===== config.mk =====
export PLATFORM = sky130hd
export DESIGN_NAME = ram_master
export DESIGN_NICKNAME = d
export VERILOG_FILES = /design/src/rtl/ram_master_pkg.sv /design/src/rtl/ram_lane_align.sv /design/src/rtl/ram_master.sv
export SDC_FILE = /design/constraint.sdc
export NUM_CORES = 1
export LEC_CHECK = 0
export BUFFER_PORTS_ARGS = -buffer_cell sky130_fd_sc_hd__buf_2
export CORE_MARGIN = 2
export CORE_UTILIZATION = 54
export DETAILED_ROUTE_END_ITERATION = 6
export GPL_TIMING_DRIVEN = 0
export PLACE_DENSITY = 0.84
export SETUP_SLACK_MARGIN = 0.4
export SLEW_MARGIN = 30
export SYNTH_ARGS = -nofsm -noshare
export SYNTH_HDL_FRONTEND = slang
export SYNTH_SLANG_ARGS = --single-unit

===== constraint.sdc =====
create_clock -name clk -period 4 [get_ports clk]
set_input_delay 0.2 -clock clk [delete_from_list [all_inputs] [get_ports clk]]
set_output_delay 0.2 -clock clk [all_outputs]
set_load 0.01 [all_outputs]

===== src/rtl/ram_master_pkg.sv =====
// Shared encodings for the peripheral RAM initiator: access sizes, FSM states
// and the load-extension helpers used by the lane aligner.
package ram_master_pkg;

    localparam logic [1:0] MEM_SIZE_B = 2'b00;
    localparam logic [1:0] MEM_SIZE_H = 2'b01;
    localparam logic [1:0] MEM_SIZE_W = 2'b10;

    typedef enum logic [1:0] {
        ST_IDLE = 2'b00,
        ST_REQ  = 2'b01,
        ST_RESP = 2'b10,
        ST_DONE = 2'b11
    } state_e;

    function automatic logic [31:0] extend8(input logic [7:0] b, input logic is_unsigned);
        return is_unsigned ? {24'h0, b} : {{24{b[7]}}, b};
    endfunction

    function automatic logic [31:0] extend16(input logic [15:0] h, input logic is_unsigned);
        return is_unsigned ? {16'h0, h} : {{16{h[15]}}, h};
    endfunction

endpackage


===== src/rtl/ram_lane_align.sv =====
// Combinational lane logic: byte enables and alignment check from size/address,
// and lane selection plus sign/zero extension of the returned read word.
module ram_lane_align
    import ram_master_pkg::*;
(
    input  logic [1:0]  size_in,
    input  logic [1:0]  addr_lo_in,
    input  logic        unsigned_in,
    input  logic [31:0] rdata_in,
    output logic [3:0]  byte_en_out,
    output logic        misaligned_out,
    output logic [31:0] load_data_out
);

    logic [7:0]  byte_sel;
    logic [15:0] half_sel;

    always_comb begin
        byte_sel = rdata_in[7:0];
        case (addr_lo_in)
            2'd0:    byte_sel = rdata_in[7:0];
            2'd1:    byte_sel = rdata_in[15:8];
            2'd2:    byte_sel = rdata_in[23:16];
            default: byte_sel = rdata_in[31:24];
        endcase
        half_sel = addr_lo_in[1] ? rdata_in[31:16] : rdata_in[15:0];
    end

    always_comb begin
        byte_en_out    = 4'b0000;
        misaligned_out = 1'b0;
        load_data_out  = 32'h0;
        case (size_in)
            MEM_SIZE_B: begin
                byte_en_out   = 4'b0001 << addr_lo_in;
                load_data_out = extend8(byte_sel, unsigned_in);
            end
            MEM_SIZE_H: begin
                byte_en_out    = addr_lo_in[1] ? 4'b1100 : 4'b0011;
                misaligned_out = addr_lo_in[0];
                load_data_out  = extend16(half_sel, unsigned_in);
            end
            MEM_SIZE_W: begin
                byte_en_out    = 4'b1111;
                misaligned_out = (addr_lo_in != 2'b00);
                load_data_out  = rdata_in;
            end
            default: begin
                // Size 11 is reserved and always rejected.
                misaligned_out = 1'b1;
            end
        endcase
    end

endmodule


===== src/rtl/ram_master.sv =====
// Initiator for the peripheral RAM valid/ready + rdata_valid handshake. Takes one
// core load/store at a time and returns a single-cycle response with error flag.
module ram_master
    import ram_master_pkg::*;
#(
    parameter int TIMEOUT_CYCLES = 16
) (
    input  logic        clk,
    input  logic        rst,
    input  logic        req_valid_in,
    output logic        req_ready_out,
    input  logic        req_we_in,
    input  logic [1:0]  req_size_in,
    input  logic        req_unsigned_in,
    input  logic [31:0] req_addr_in,
    input  logic [31:0] req_wdata_in,
    output logic        resp_valid_out,
    output logic [31:0] resp_rdata_out,
    output logic        resp_err_out,
    output logic        valid_out,
    input  logic        ready_in,
    output logic [31:0] ram_addr_out,
    output logic [31:0] ram_write_data_out,
    output logic        ram_read_en_out,
    output logic        ram_write_en_out,
    output logic [3:0]  ram_write_byte_en_out,
    input  logic        rdata_valid_in,
    input  logic [31:0] ram_read_data_in
);

    localparam int CNT_W = (TIMEOUT_CYCLES > 2) ? $clog2(TIMEOUT_CYCLES) : 1;
    localparam logic [CNT_W-1:0] CNT_LAST = CNT_W'(TIMEOUT_CYCLES - 1);

    state_e            state_q, state_d;
    logic              we_q, we_d;
    logic [1:0]        size_q, size_d;
    logic              unsigned_q, unsigned_d;
    logic [31:0]       addr_q, addr_d;
    logic [31:0]       wdata_q, wdata_d;
    logic [CNT_W-1:0]  cnt_q, cnt_d;
    logic [31:0]       rdata_q, rdata_d;
    logic              err_q, err_d;

    logic [1:0]  al_size;
    logic [1:0]  al_addr_lo;
    logic        al_unsigned;
    logic [3:0]  al_byte_en;
    logic        al_misaligned;
    logic [31:0] al_load_data;

    // In IDLE the aligner judges the incoming request; afterwards it works on the captured one.
    always_comb begin
        al_size     = size_q;
        al_addr_lo  = addr_q[1:0];
        al_unsigned = unsigned_q;
        if (state_q == ST_IDLE) begin
            al_size     = req_size_in;
            al_addr_lo  = req_addr_in[1:0];
            al_unsigned = req_unsigned_in;
        end
    end

    ram_lane_align u_lane_align (
        .size_in        (al_size),
        .addr_lo_in     (al_addr_lo),
        .unsigned_in    (al_unsigned),
        .rdata_in       (ram_read_data_in),
        .byte_en_out    (al_byte_en),
        .misaligned_out (al_misaligned),
        .load_data_out  (al_load_data)
    );

    always_comb begin
        state_d    = state_q;
        we_d       = we_q;
        size_d     = size_q;
        unsigned_d = unsigned_q;
        addr_d     = addr_q;
        wdata_d    = wdata_q;
        cnt_d      = cnt_q;
        rdata_d    = rdata_q;
        err_d      = err_q;

        req_ready_out         = 1'b0;
        resp_valid_out        = 1'b0;
        resp_rdata_out        = 32'h0;
        resp_err_out          = 1'b0;
        valid_out             = 1'b0;
        ram_addr_out          = 32'h0;
        ram_write_data_out    = 32'h0;
        ram_read_en_out       = 1'b0;
        ram_write_en_out      = 1'b0;
        ram_write_byte_en_out = 4'b0000;

        case (state_q)
            ST_IDLE: begin
                req_ready_out = 1'b1;
                if (req_valid_in) begin
                    we_d       = req_we_in;
                    size_d     = req_size_in;
                    unsigned_d = req_unsigned_in;
                    addr_d     = req_addr_in;
                    wdata_d    = req_wdata_in;
                    cnt_d      = '0;
                    rdata_d    = 32'h0;
                    err_d      = al_misaligned;
                    state_d    = al_misaligned ? ST_DONE : ST_REQ;
                end
            end
            ST_REQ: begin
                valid_out    = 1'b1;
                ram_addr_out = {addr_q[31:2], 2'b00};
                if (we_q) begin
                    ram_write_en_out      = 1'b1;
                    ram_write_data_out    = wdata_q;
                    ram_write_byte_en_out = al_byte_en;
                end else begin
                    ram_read_en_out = 1'b1;
                end
                if (ready_in) begin
                    cnt_d   = '0;
                    state_d = we_q ? ST_DONE : ST_RESP;
                end
            end
            ST_RESP: begin
                if (rdata_valid_in) begin
                    rdata_d = al_load_data;
                    err_d   = 1'b0;
                    state_d = ST_DONE;
                end else if (cnt_q == CNT_LAST) begin
                    rdata_d = 32'h0;
                    err_d   = 1'b1;
                    state_d = ST_DONE;
                end else begin
                    cnt_d = cnt_q + CNT_W'(1);
                end
            end
            ST_DONE: begin
                resp_valid_out = 1'b1;
                resp_rdata_out = rdata_q;
                resp_err_out   = err_q;
                state_d        = ST_IDLE;
            end
            default: state_d = ST_IDLE;
        endcase
    end

    always_ff @(posedge clk or negedge rst) begin
        if (!rst) begin
            state_q    <= ST_IDLE;
            we_q       <= 1'b0;
            size_q     <= 2'b00;
            unsigned_q <= 1'b0;
            addr_q     <= 32'h0;
            wdata_q    <= 32'h0;
            cnt_q      <= '0;
            rdata_q    <= 32'h0;
            err_q      <= 1'b0;
        end else begin
            state_q    <= state_d;
            we_q       <= we_d;
            size_q     <= size_d;
            unsigned_q <= unsigned_d;
            addr_q     <= addr_d;
            wdata_q    <= wdata_d;
            cnt_q      <= cnt_d;
            rdata_q    <= rdata_d;
            err_q      <= err_d;
        end
    end

endmodule


### Word level (Yosys, flattened, before mapping)

Cells that the tools add are included.

* memory bits (writable): 0
* bits of input ports: 105
* bits in read-only memories: 0
* memories: 0
* bits in latches: 0
* output and inout port bits: 106
* bits in registers: 107
* word-level logic and storage cells: 79

* divide/modulo/power cells: 0
* shift-type cells: 1
* $add $sub $neg: 1
* order comparisons: 0
* equal/unequal tests: 13
* reduce and logical (&&, ||, !) cells: 10
* bitwise operators: 0
* $mul: 0
* mux-type cells: 45

Operators by type and width (count)
* $mux 32: 9
* $pmux 32 s3: 1
* $pmux 32 s2: 1
* $mux 4: 7
* $pmux 4 s3: 2
* $pmux 8 s3: 1
* $mux 16: 1
* $mux 2: 7
* $mux 1: 13
* $eq 2x2->1 const B: 4
* $ne 2x2->1 const B: 4
* $pmux 2 s4: 1
* $eq 2x1->1 const B: 3
* $logic_not 2->1: 3
* $reduce_and 3->1: 2
* $reduce_and 5->1: 1
* $add 4x1->4 const B: 1
* $eq 4x4->1 const B: 1
* $reduce_bool 2->1: 2
* $shl 1x2->4 const A: 1
* $ne 3x3->1 const B: 1
* $pmux 1 s3: 1
* $reduce_bool 3->1: 1
* $pmux 1 s2: 1
* $reduce_and 2->1: 1

### Longest topological paths before layout

Gate-level depths: netlist of run 1.

* depth in word-level cells: 8
* depth in mapped cells: 11
* mapped depth without buffers: 7

### Hierarchy

A second synthesis of run 1 with hierarchy kept.

* cell total of the unflattened synthesis: 565
* area total of the unflattened synthesis: 6424.9 um^2

Modules (own cells, without submodules)
* ram_master: cells each 427, sequential area each 2677.6 um^2, area an instance 5390.2 um^2, instances 1
* ram_lane_align: cells each 138, sequential area each 0.0 um^2, area an instance 1034.7 um^2, instances 1

### Worst setup path after synthesis of run 1

No wires, ideal clock.

* path kind: reg-to-reg
* start point: register state_q[0]
* end point: register rdata_q[21]
* buffers on the path: 2
* arrival: 2.173 ns
* cell stages (with the launch flop): 10
* clock period less this slack: 2.299 ns
* required time: 3.874 ns
* setup time: 0.126 ns
* setup slack: 1.701 ns
* cells stage by stage: dfrtp_1 > inv_1 > ha_1 > buf_6 > mux2i_1 > a221oi_1 > o211ai_4 > o41ai_4 > buf_6 > a221o_1

* longest elaborated chain between the ends: 8
* elaborated cells between the ends (all ways): 22
* those cells by class: 7 x eq/ne; 10 x mux; 5 x reduce/logical

RTL lines
* from (decl): line ram_master.sv:34 `state_e state_q, state_d;`
* from (signal assigned): line ram_master.sv:160 `state_q <= state_d;`
* $logic_not 2->1: line ram_master.sv:56, ram_master.sv:95
* $mux 2: line ram_master.sv:56 `if (state_q == ST_IDLE) begin`
* $eq 2x2->1, or another cell as far along: line ram_lane_align.sv:20 `case (addr_lo_in)`
* $pmux 8 s3: line ram_lane_align.sv:20
* $mux 32: line ram_master_pkg.sv:17 `return is_unsigned ? {24'h0, b} : {{24{b[7]}}, b};`
* $pmux 32 s3: line ram_lane_align.sv:33 `case (size_in)`
* $mux 32: line ram_master.sv:126 `if (rdata_valid_in) begin`
* $pmux 32 s2: line ram_master.sv:95 `case (state_q)`
* to (signal assigned): line ram_master.sv:167 `rdata_q <= rdata_d;`
* to (decl): line ram_master.sv:41 `logic [31:0] rdata_q, rdata_d;`

Several ways; a longest one is shown, not always the timed one.
A chain may end at the register's enable or synchronous reset.

### Worst setup path in the final report of run 1

* start point: register state_q[0]
* end point: register rdata_q[6]

Same word-level chain as after synthesis.

==> metrics.cfg, run 1 <==
[layout]
layout.cells.non_filler=869
syn_to_final_growth_pct=26.33
multi_input_area_sq_um=2675
drive_gt1_share_pct=42.90
regArea_sq_um=2678
nNetsFinal=839
n_fill_cell=779

[sta]
setup_tns_ns=0
finalHoldViolations=0
slew_violations=0
timing.fmax_ghz=0.3700
min_period_over_period_pct=67.56
min_period_ns=2.703
worst_pin_slew_ns=0.6418
finClkSkew_ns=0.006755
finalSetupViolCount=0
slew_headroom_pct=56.88
rsz0062_at_grt=false

[pwr]
ir_drop_mv=0.4130
p_seq_share_pct=36.4
p_sw_share_pct=38.81
switchingPower_mw=1.972
p_int_mw=3.110
clkPwrFrac_pct=14.2
pwr_density_cell_nw_per_um2=720.4
combPwrFrac_pct=49.4
p_leak_nw=3.687

[setup_path]
crit_chain=inv_1 -> ha_1 -> buf_6 -> mux2i_1 -> nand2b_1 -> nor3_1 -> buf_4 -> a222oi_1 -> o21ai_0
crit_fanout=10
cp_slowest_cell=nor3_1
critical_path_class=flop to flop
r2r_cells=9
worstPathArrival_ns=2.99
worstPathRequired_ns=4.29
cp-start-kind=flop
endpoint_kind=flop
r2r-end=rdata_q[6]$_DFFE_PN0P_
r2r_slack_ns=1.30
slowest_delay_ns=0.54
crit-reg2reg-launch=state_q[0]$_DFFE_PN0P_

[route]
antenna_left=0
viasPerCell=5.696
drc=0
drtIter0Drc=262
firstDrtPassIters=5
wl_per_cell_um=17.84
routed-via-count=4950
routed_wl_mm=15.50

[clock_network]
path_clk_slew_ns=0.10
cts_tree=built
htree_levels=3
clk_latency_ns=0.37
cts.path.max_buffers=2
ctsResizeCount=0
hold_buffers=1
cts_made_buffers=9
post_cts_buffers=0
clock-sinks=107
cts-root-buf=clkbuf_8

[die]
die_w_um=105.7
fp.coreArea_sq_um=10180
num_rows=37
io_pins=211
initial_utilization_pct=54.83
dieHeight_um=105.7
dieArea_sq_um=11170

[outcome]
status=finished, final reports clean

[hold_path]
hold_depth=2
hp-class=input port to flop
min-delay-start=req_addr_in[24]
holdPathEnd=addr_q[24]$_DFFE_PN0P_

[yosys]
synth_area_leaders=dfrtp_1, mux2_2, and2_1, and3_1, a221o_1
synth.distinct_cells=52
synth_seq_cells=107
synthCells=508
syn_avg_cell_area_sq_um=10.99
yosysTopAreaCell=dfrtp_1
synth_top_area_share_pct=47.95
ys_seq_area_share_pct=47.95
synth_warnings=0
synth_top_cells_by_count=dfrtp_1, mux2_2, and2_1
synth_edf_count=0
ys.flop_type=dfrtp_1
async_reset_ff_share_pct=100.0
yosysMostFrequentCell=dfrtp_1
syn-cell-area_sq_um=5584

[flow_run]
maxCapViolations=0

[place]
place.gp.congestion=0.8727
dpl.cell_count=853
io_buffers=207
hpwl_mm=11.79

[grt]
grt_max_degree=74
grt_pass1_vias=5040
grt_pass1_wl_mm=24.56
grt_overflow_total=0
grtUsageTotal_pct=27.78
antenna_found_initial=1

## cell usage in the layout (no fill, tap or decap), drive strengths merged, types with 6 or more instances in the layout
cell and n:
buf 225, a221o 16, mux2 68, a21oi 11, a222oi 14, clkbuf 32, dfrtp 107, a221oi 8
nand2 28, a211oi 6, nand3 6, inv 8, and3 32, nor2 15, nor2b 6, o21ai 25
and2 67
## worst max path at each step
stage / from / to / slack, ns / cells after the start
after detailed placement: state_q[1]$_DFFE_PN0P_ / err_q$_DFFE_PN0P_ / 1.38 / 9
after floorplan: state_q[0]$_DFFE_PN0P_ / rdata_q[21]$_DFFE_PN0P_ / 1.70 / 9
after CTS: state_q[1]$_DFFE_PN0P_ / err_q$_DFFE_PN0P_ / 1.35 / 9
after global routing: state_q[0]$_DFFE_PN0P_ / rdata_q[6]$_DFFE_PN0P_ / 1.04 / 9
after global placement: state_q[0]$_DFFE_PN0P_ / rdata_q[6]$_DFFE_PN0P_ / 1.44 / 9
final: state_q[0]$_DFFE_PN0P_ / rdata_q[6]$_DFFE_PN0P_ / 1.30 / 9
## cell families (layout without fill, tap and decap cells)
| family | after synthesis | in the layout | synth area share [%] |
|---|---|---|---|
| multiplexers | 73 | 73 | 14.61 |
| buffers and inverters | 47 | 270 | 4.212 |
| flip-flops | 107 | 107 | 47.95 |
| adder cells (fa/ha/maj) | 5 | 5 | 1.120 |
| XOR/XNOR | 2 | 2 | 0.3137 |
| other | 1 | 3 | 0.06715 |
| AO/OA/AOI/OAI | 102 | 102 | 14.47 |
| AND/OR/NAND/NOR | 171 | 171 | 17.25 |
## sequential cells by signal (all words and copies together) (netlist names), 2 cells and up
register	count
addr_q	32
rdata_q	32
wdata_q	32
cnt_q	4
size_q	2
state_q	2
## critical path: cells and delay by family, from the launching register on
kind / cells / cell delay (ns)
and+or+nand+nor: 2 / 0.75
buffers and inverters: 3 / 0.57
muxes: 1 / 0.49
DFF: 1 / 0.41
adders and majority gates: 1 / 0.22
AOI/OAI and AO/OA: 2 / 0.17
## per-stage QoR
| step | cell area [sq um] | hold WS [ns] | util (%) | worst slack [ns] | power [mW] |
|---|---|---|---|---|---|
| after floorplan | 5588 | -0.09559 | - | 1.701 | 3.528 |
| after global placement | 6794 | 0.4318 | 66.71 | 1.439 | 4.224 |
| after detailed placement | 6828 | 0.1188 | 67.04 | 1.382 | 4.352 |
| after CTS | 7052 | 0.03599 | 69.24 | 1.349 | 5.092 |
| after global routing | 7054 | 0.03442 | 69.26 | 1.039 | 5.429 |
| final | 7054 | 0.04549 | 69.26 | 1.297 | 5.082 |
## layout make-up
cell class	count	area share, %
Sequential cell	107	37.96
Multi-Input combinational cell	355	37.92
Timing Repair Buffer	209	15.31
Buffer	39	2.909
Tap cell	136	2.412
Clock buffer	10	1.951
Clock inverter	4	1.082
Inverter	8	0.4257
Antenna cell	1	0.03547
## per-layer routing
metal | part of all wire [%] | up-vias | GRT usage, %
met2 | 51 | 231 | 49.49
met4 | 1.8 | 0 | 8.647
met1 | 38 | 2412 | 32.27
li1 | - | 2285 | -
met3 | 8.8 | 22 | 8.040
met5 | 0 | - | 0
## power by group through the flow
| stage | combinational [mW] | sequential [mW] | clock (mW) |
|---|---|---|---|
| after floorplan | 1.76 | 1.76 | 0 |
| after global routing | 2.75 | 1.91 | 0.777 |
| after global placement | 2.40 | 1.83 | 0 |
| final | 2.51 | 1.85 | 0.723 |
| after detailed placement | 2.49 | 1.86 | 0 |
| after CTS | 2.51 | 1.85 | 0.733 |
Note: power is estimated with default switching activity, not from simulation.
==> inputs of run 2 (changes only) <==
- CORE_UTILIZATION: 54 -> 45
- PLACE_DENSITY: 0.84 -> 0.74
- clock period: 4 -> 2.2 ns (I/O delays scaled with it)
==> metrics.cfg, run 2 (synthesis results as in run 1) <==
[route]
wl_per_cell_um=22.65
routed-via-count=6046
viasPerCell=5.797
drtIter0Drc=596
firstDrtPassIters=5
antenna_left=0
routed_wl_mm=23.62
drc=0

[layout]
drive_gt1_share_pct=54.48
n_fill_cell=639
syn_to_final_growth_pct=74.88
fin_util_pct=80.96
final_common_cell=buf_2
nNetsFinal=975
layout_common_cells=buf_2, dfrtp_1, mux2_4
reg_top3=addr_q x32, rdata_q x32, wdata_q x32

[hold_path]
min-delay-start=req_addr_in[11]
hp-class=input port to flop

[setup_path]
slowest_delay_ns=0.40
crit_chain=inv_2 -> ha_4 -> buf_12 -> buf_4 -> nand2_1 -> and2_4 -> mux2i_2 -> o41ai_4 -> buf_6 -> buf_6 -> a221o_1
worstPathArrival_ns=2.58
crit_fanout=5
endpoint_kind=flop
worstPathRequired_ns=2.43
cp_slowest_cell=dfrtp_1
cp-start-kind=flop
crit_start=state_q[0]$_DFFE_PN0P_
critical_path_class=flop to flop
cp_common_cell=buf_6
crit-reg2reg-launch=state_q[0]$_DFFE_PN0P_

[flow_run]
maxCapViolations=0

[grt]
grt_pass1_vias=5917
grt_overflow_total=0
grt_pass1_wl_mm=32.37
antenna_found_initial=1
grt_max_degree=64
grtUsageTotal_pct=31.90

[place]
io_buffers=207
hpwl_mm=12.35
place.gp.congestion=0.8777

[clock_network]
htree_levels=3
cts.path.max_buffers=2
cts-root-buf=clkbuf_16
cts_made_buffers=9
clk_latency_ns=0.36
clock-sinks=107
cts_tree=built
path_clk_slew_ns=0.07

[sta]
min_period_ns=2.345
timing.fmax_ghz=0.4265
min_period_over_period_pct=106.6
slew_violations=0
finalSetupViolCount=21
layout_setup_ws_ns=-0.1447
rsz0062_at_grt=true
finClkSkew_ns=0.01185
slew_headroom_pct=65.43
finalHoldViolations=0
setup_tns_ns=-2.219
worst_pin_slew_ns=0.5186

[die]
initial_utilization_pct=46.30
dieHeight_um=115.4
die_w_um=115.4
fp.coreArea_sq_um=12060
num_rows=40
dieArea_sq_um=13320
io_pins=211

[outcome]
violations=setup timing
status=finished, violations left

[pwr]
pwr_density_cell_nw_per_um2=1384
ir_drop_mv=0.9172
p_leak_nw=4.900

run 2: cell types whose count changed in the layout (fill, tap and decap cells not counted), sizes merged, moves of 2 or more:
cell         before  now
buf             225  309
clkbuf           32   23
clkinv            1    3
diode             1    5
dlygate4sd3       1   62
inv               8   10
run 2: path summary, 6_finish.rpt:
kind / to / slack (ns) / cells past startpoint
setup / recovery: rdata_q[25]$_DFFE_PN0P_ / -0.14 / 11
hold / removal: addr_q[11]$_DFFE_PN0P_ / 0.005 / 2
setup reg to reg: rdata_q[25]$_DFFE_PN0P_ / -0.14 / 11
hold reg to reg: rdata_q[3]$_DFFE_PN0P_ / 0.49 / 1
max in group asynchronous: addr_q[10]$_DFFE_PN0P_ / 1.30 / 3
min in group asynchronous: rdata_q[3]$_DFFE_PN0P_ / 0.23 / 2
run 2: worst max-delay path: cells and delay by family (launching register included):
kind                     cells  cell delay [ns]
multiplexers                 1             0.30
flip-flops                   1             0.40
AO/OA/AOI/OAI                2             0.36
AND/OR/NAND/NOR              2             0.36
buffers and inverters        5             0.61
adder cells (fa/ha/maj)      1             0.18
run 2: metal layers:
| layer | track usage (%) | wire length [um] |
|---|---|---|
| met1 | 39.09 | 8782 |
| met2 | 54.78 | 12070 |
| met3 | 5.430 | 1602 |
| met4 | 15.02 | 1162 |
| met5 | 0 | 0 |
run 2: timing repair:
| item | 4_1_cts | 5_1_grt |
|---|---|---|
| buffers inserted | 32 | 25 |
| pin swaps | 14 | 21 |
| gates resized for setup | 175 | 106 |
| hold buffers | 62 | 0 |
| setup endpoints to repair | 203 | 195 |
| cloned | 11 | 7 |
| hold endpoints to repair | 105 | 0 |
run 2: where the power goes:
| part | total [mW] | internal [mW] | switching (mW) |
|---|---|---|---|
| combinational | 8.28 | 4.56 | 3.72 |
| sequential | 3.50 | 2.88 | 0.620 |
| clock | 1.73 | 0.927 | 0.807 |
| total | 13.5 | 8.37 | 5.15 |
run 2: cell type report:
cell class | count | area (sq um) | area share, %
well taps | 168 | 210.2 | 2.152
inverters | 8 | 30.03 | 0.3075
repair buffers | 345 | 2700 | 27.65
plain buffers | 39 | 465.4 | 4.766
clock buffers | 10 | 239.0 | 2.447
multi-input cells | 355 | 3361 | 34.41
clock inverters | 6 | 70.07 | 0.7175
diodes | 5 | 12.51 | 0.1281
flip-flops and latches | 107 | 2678 | 27.42
run 2: stage by stage:
step                power, mW  hold slack (ns)  instance area (sq um)  worst slack (ns)  cells
finish                  13.51         0.004548                   9766           -0.1447   1043
global route            14.08        0.0003781                   9756           -0.1897   1039
CTS                     11.86        0.0001932                   9126          -0.05753   1006
detailed placement      8.194          0.06160                   7019           -0.3806    885
global placement        7.962           0.3424                   6985           -0.3078    884
floorplan               6.662          -0.1856                   5739           0.01731    509
==> inputs of run 3 (changes only) <==
==> constraint.sdc (replaced) <==
create_clock -name clk -period 2.2 [get_ports clk]
set_input_delay 0.66 -clock clk [delete_from_list [all_inputs] [get_ports clk]]
set_output_delay 0.66 -clock clk [all_outputs]
set_load 0.01 [all_outputs]
==> metrics.cfg, run 3 (synthesis results as in run 1) <==
[route]
firstDrtPassIters=6
viasPerCell=5.753
drtIter0Drc=671
routed_wl_mm=19.75
drc=0
antenna_left=0
routed-via-count=5540
wl_per_cell_um=20.51

[sta]
finalHoldViolations=0
finalSetupViolCount=184
finClkSkew_ns=0.006636
min_period_over_period_pct=115.3
slew_violations=0
hold_ws_ns=0.2170
min_period_ns=2.536
timing.fmax_ghz=0.3944
layout_setup_ws_ns=-0.3357
rsz0062_at_grt=true

[layout]
final_area_sq_um=8786
final_common_cell=buf_2
nNetsFinal=899
layout_common_cells=buf_2, dfrtp_1, and2_1
drive_gt1_share_pct=57.56
reg_top3=addr_q x32, rdata_q x32, wdata_q x32
syn_to_final_growth_pct=57.34

[clock_network]
cts.path.max_buffers=2
cts_tree=built
cts_made_buffers=9
hold_buffers=0
clk_latency_ns=0.35
path_clk_slew_ns=0.07
clock-sinks=107
cts-root-buf=clkbuf_16
htree_levels=3

[die]
initial_utilization_pct=46.30
die_w_um=115.4
io_pins=211
dieHeight_um=115.4
fp.coreArea_sq_um=12060
num_rows=40
dieArea_sq_um=13320

[flow_run]
maxCapViolations=0

[outcome]
violations=setup timing
status=finished, violations left

[grt]
grt_pass1_wl_mm=26.50
grt_overflow_total=0
grt_pass1_vias=5114
grtUsageTotal_pct=25.30
antenna_found_initial=2
grt_max_degree=67

[place]
dpl_cell_area_sq_um=7084
place.gp.congestion=0.8660
pre_cts_ws_ns=-0.3908
io_buffers=207
hpwl_mm=12.33

[setup_path]
critical_path_class=flop to output pin
cp-start-kind=flop
worstPathRequired_ns=1.54
worstPathArrival_ns=1.88
crit_fanout=5
endpoint_kind=output pin
cp_slowest_cell=dfrtp_1
slowest_delay_ns=0.40
crit_chain=inv_2 -> ha_4 -> buf_12 -> mux2i_4 -> nand2_2 -> nand2_1 -> a21oi_2 -> buf_2

[pwr]
ir_drop_mv=0.6022
pwr_density_cell_nw_per_um2=1431
p_leak_nw=4.468

[hold_path]
hp-class=input port to async pin

[run 3: cell types whose count changed in the layout (fill, tap and decap cells not counted), moves of 7 or more]
cell / previous run / this run
clkbuf_16: 12 / 19
and2_4: 5 / 15
buf_16: 10 / 3
and3_1: 22 / 32
mux2_4: 67 / 38
and2_1: 61 / 52
buf_2: 196 / 189
and3_4: 10 / 0
mux2_2: 1 / 30
dlygate4sd3_1: 62 / 0
[run 3: layout make-up]
class	count	area, sq um
clock inverter	5	60.06
tap	168	210.2
sequential	107	2678
buffer	39	474.2
clock buffer	11	232.7
antenna	1	2.502
fill	793	3276
timing repair buffer	269	1909
multi-input combinational	355	3189
inverter	8	30.03
[run 3: per-stage QoR]
step | util [%] | power, mW | setup TNS (ns) | instances
final | 72.84 | 12.57 | -19.10 | 963
after global routing | 72.84 | 13.17 | -29.89 | 963
after CTS | 66.72 | 11.05 | -17.93 | 931
after detailed placement | 58.73 | 8.320 | -8.836 | 885
after global placement | 58.45 | 8.115 | -78.52 | 884
after floorplan | - | 6.792 | 0 | 509
[run 3: path summary, 6_finish.rpt]
path / start / endpoint / slack (ns) / cells after the start
setup reg to reg: state_q[0]$_DFFE_PN0P_ / rdata_q[20]$_DFFE_PN0P_ / -0.18 / 12
setup / recovery: state_q[0]$_DFFE_PN0P_ / ram_write_byte_en_out[1] / -0.34 / 8
hold reg to reg: rdata_q[3]$_DFFE_PN0P_ / rdata_q[3]$_DFFE_PN0P_ / 0.49 / 1
hold / removal: rst / rdata_q[14]$_DFFE_PN0P_ / 0.22 / 1
min in group clk: rdata_q[3]$_DFFE_PN0P_ / rdata_q[3]$_DFFE_PN0P_ / 0.49 / 1
max in group asynchronous: rst / wdata_q[8]$_DFFE_PN0P_ / 1.32 / 2
[run 3: report_power, final]
| part | total (mW) | switching [mW] | internal, mW |
|---|---|---|---|
| Combinational | 7.51 | 3.39 | 4.12 |
| Clock | 1.64 | 0.747 | 0.892 |
| Sequential | 3.42 | 0.540 | 2.88 |
| Total | 12.6 | 4.68 | 7.89 |
[run 3: metal layers]
metal  GRT usage (%)  wire, um  up-vias
met5               0         0        -
met4           9.639       643        0
met3           5.535      1816       68
met2           43.16      9742      357
met1           31.40      7547     2696
li1                -         -     2419
[run 3: timing repair]
action / 4_1_cts / 5_1_grt
pin swaps: 10 / 29
gates resized for setup: 97 / 105
setup buffers: 23 / 22
gates cloned: 7 / 9
setup endpoints to repair: 209 / 211
hold endpoints to repair: 0 / 0
[run 3: critical path, delay by kind of cell, from the launching register on]
kind	cells	cell delay, ns
simple gates	2	0.22
mux	1	0.35
fa+ha+maj	1	0.16
flops	1	0.40
buf+inv	3	0.36
compound gates	1	0.05
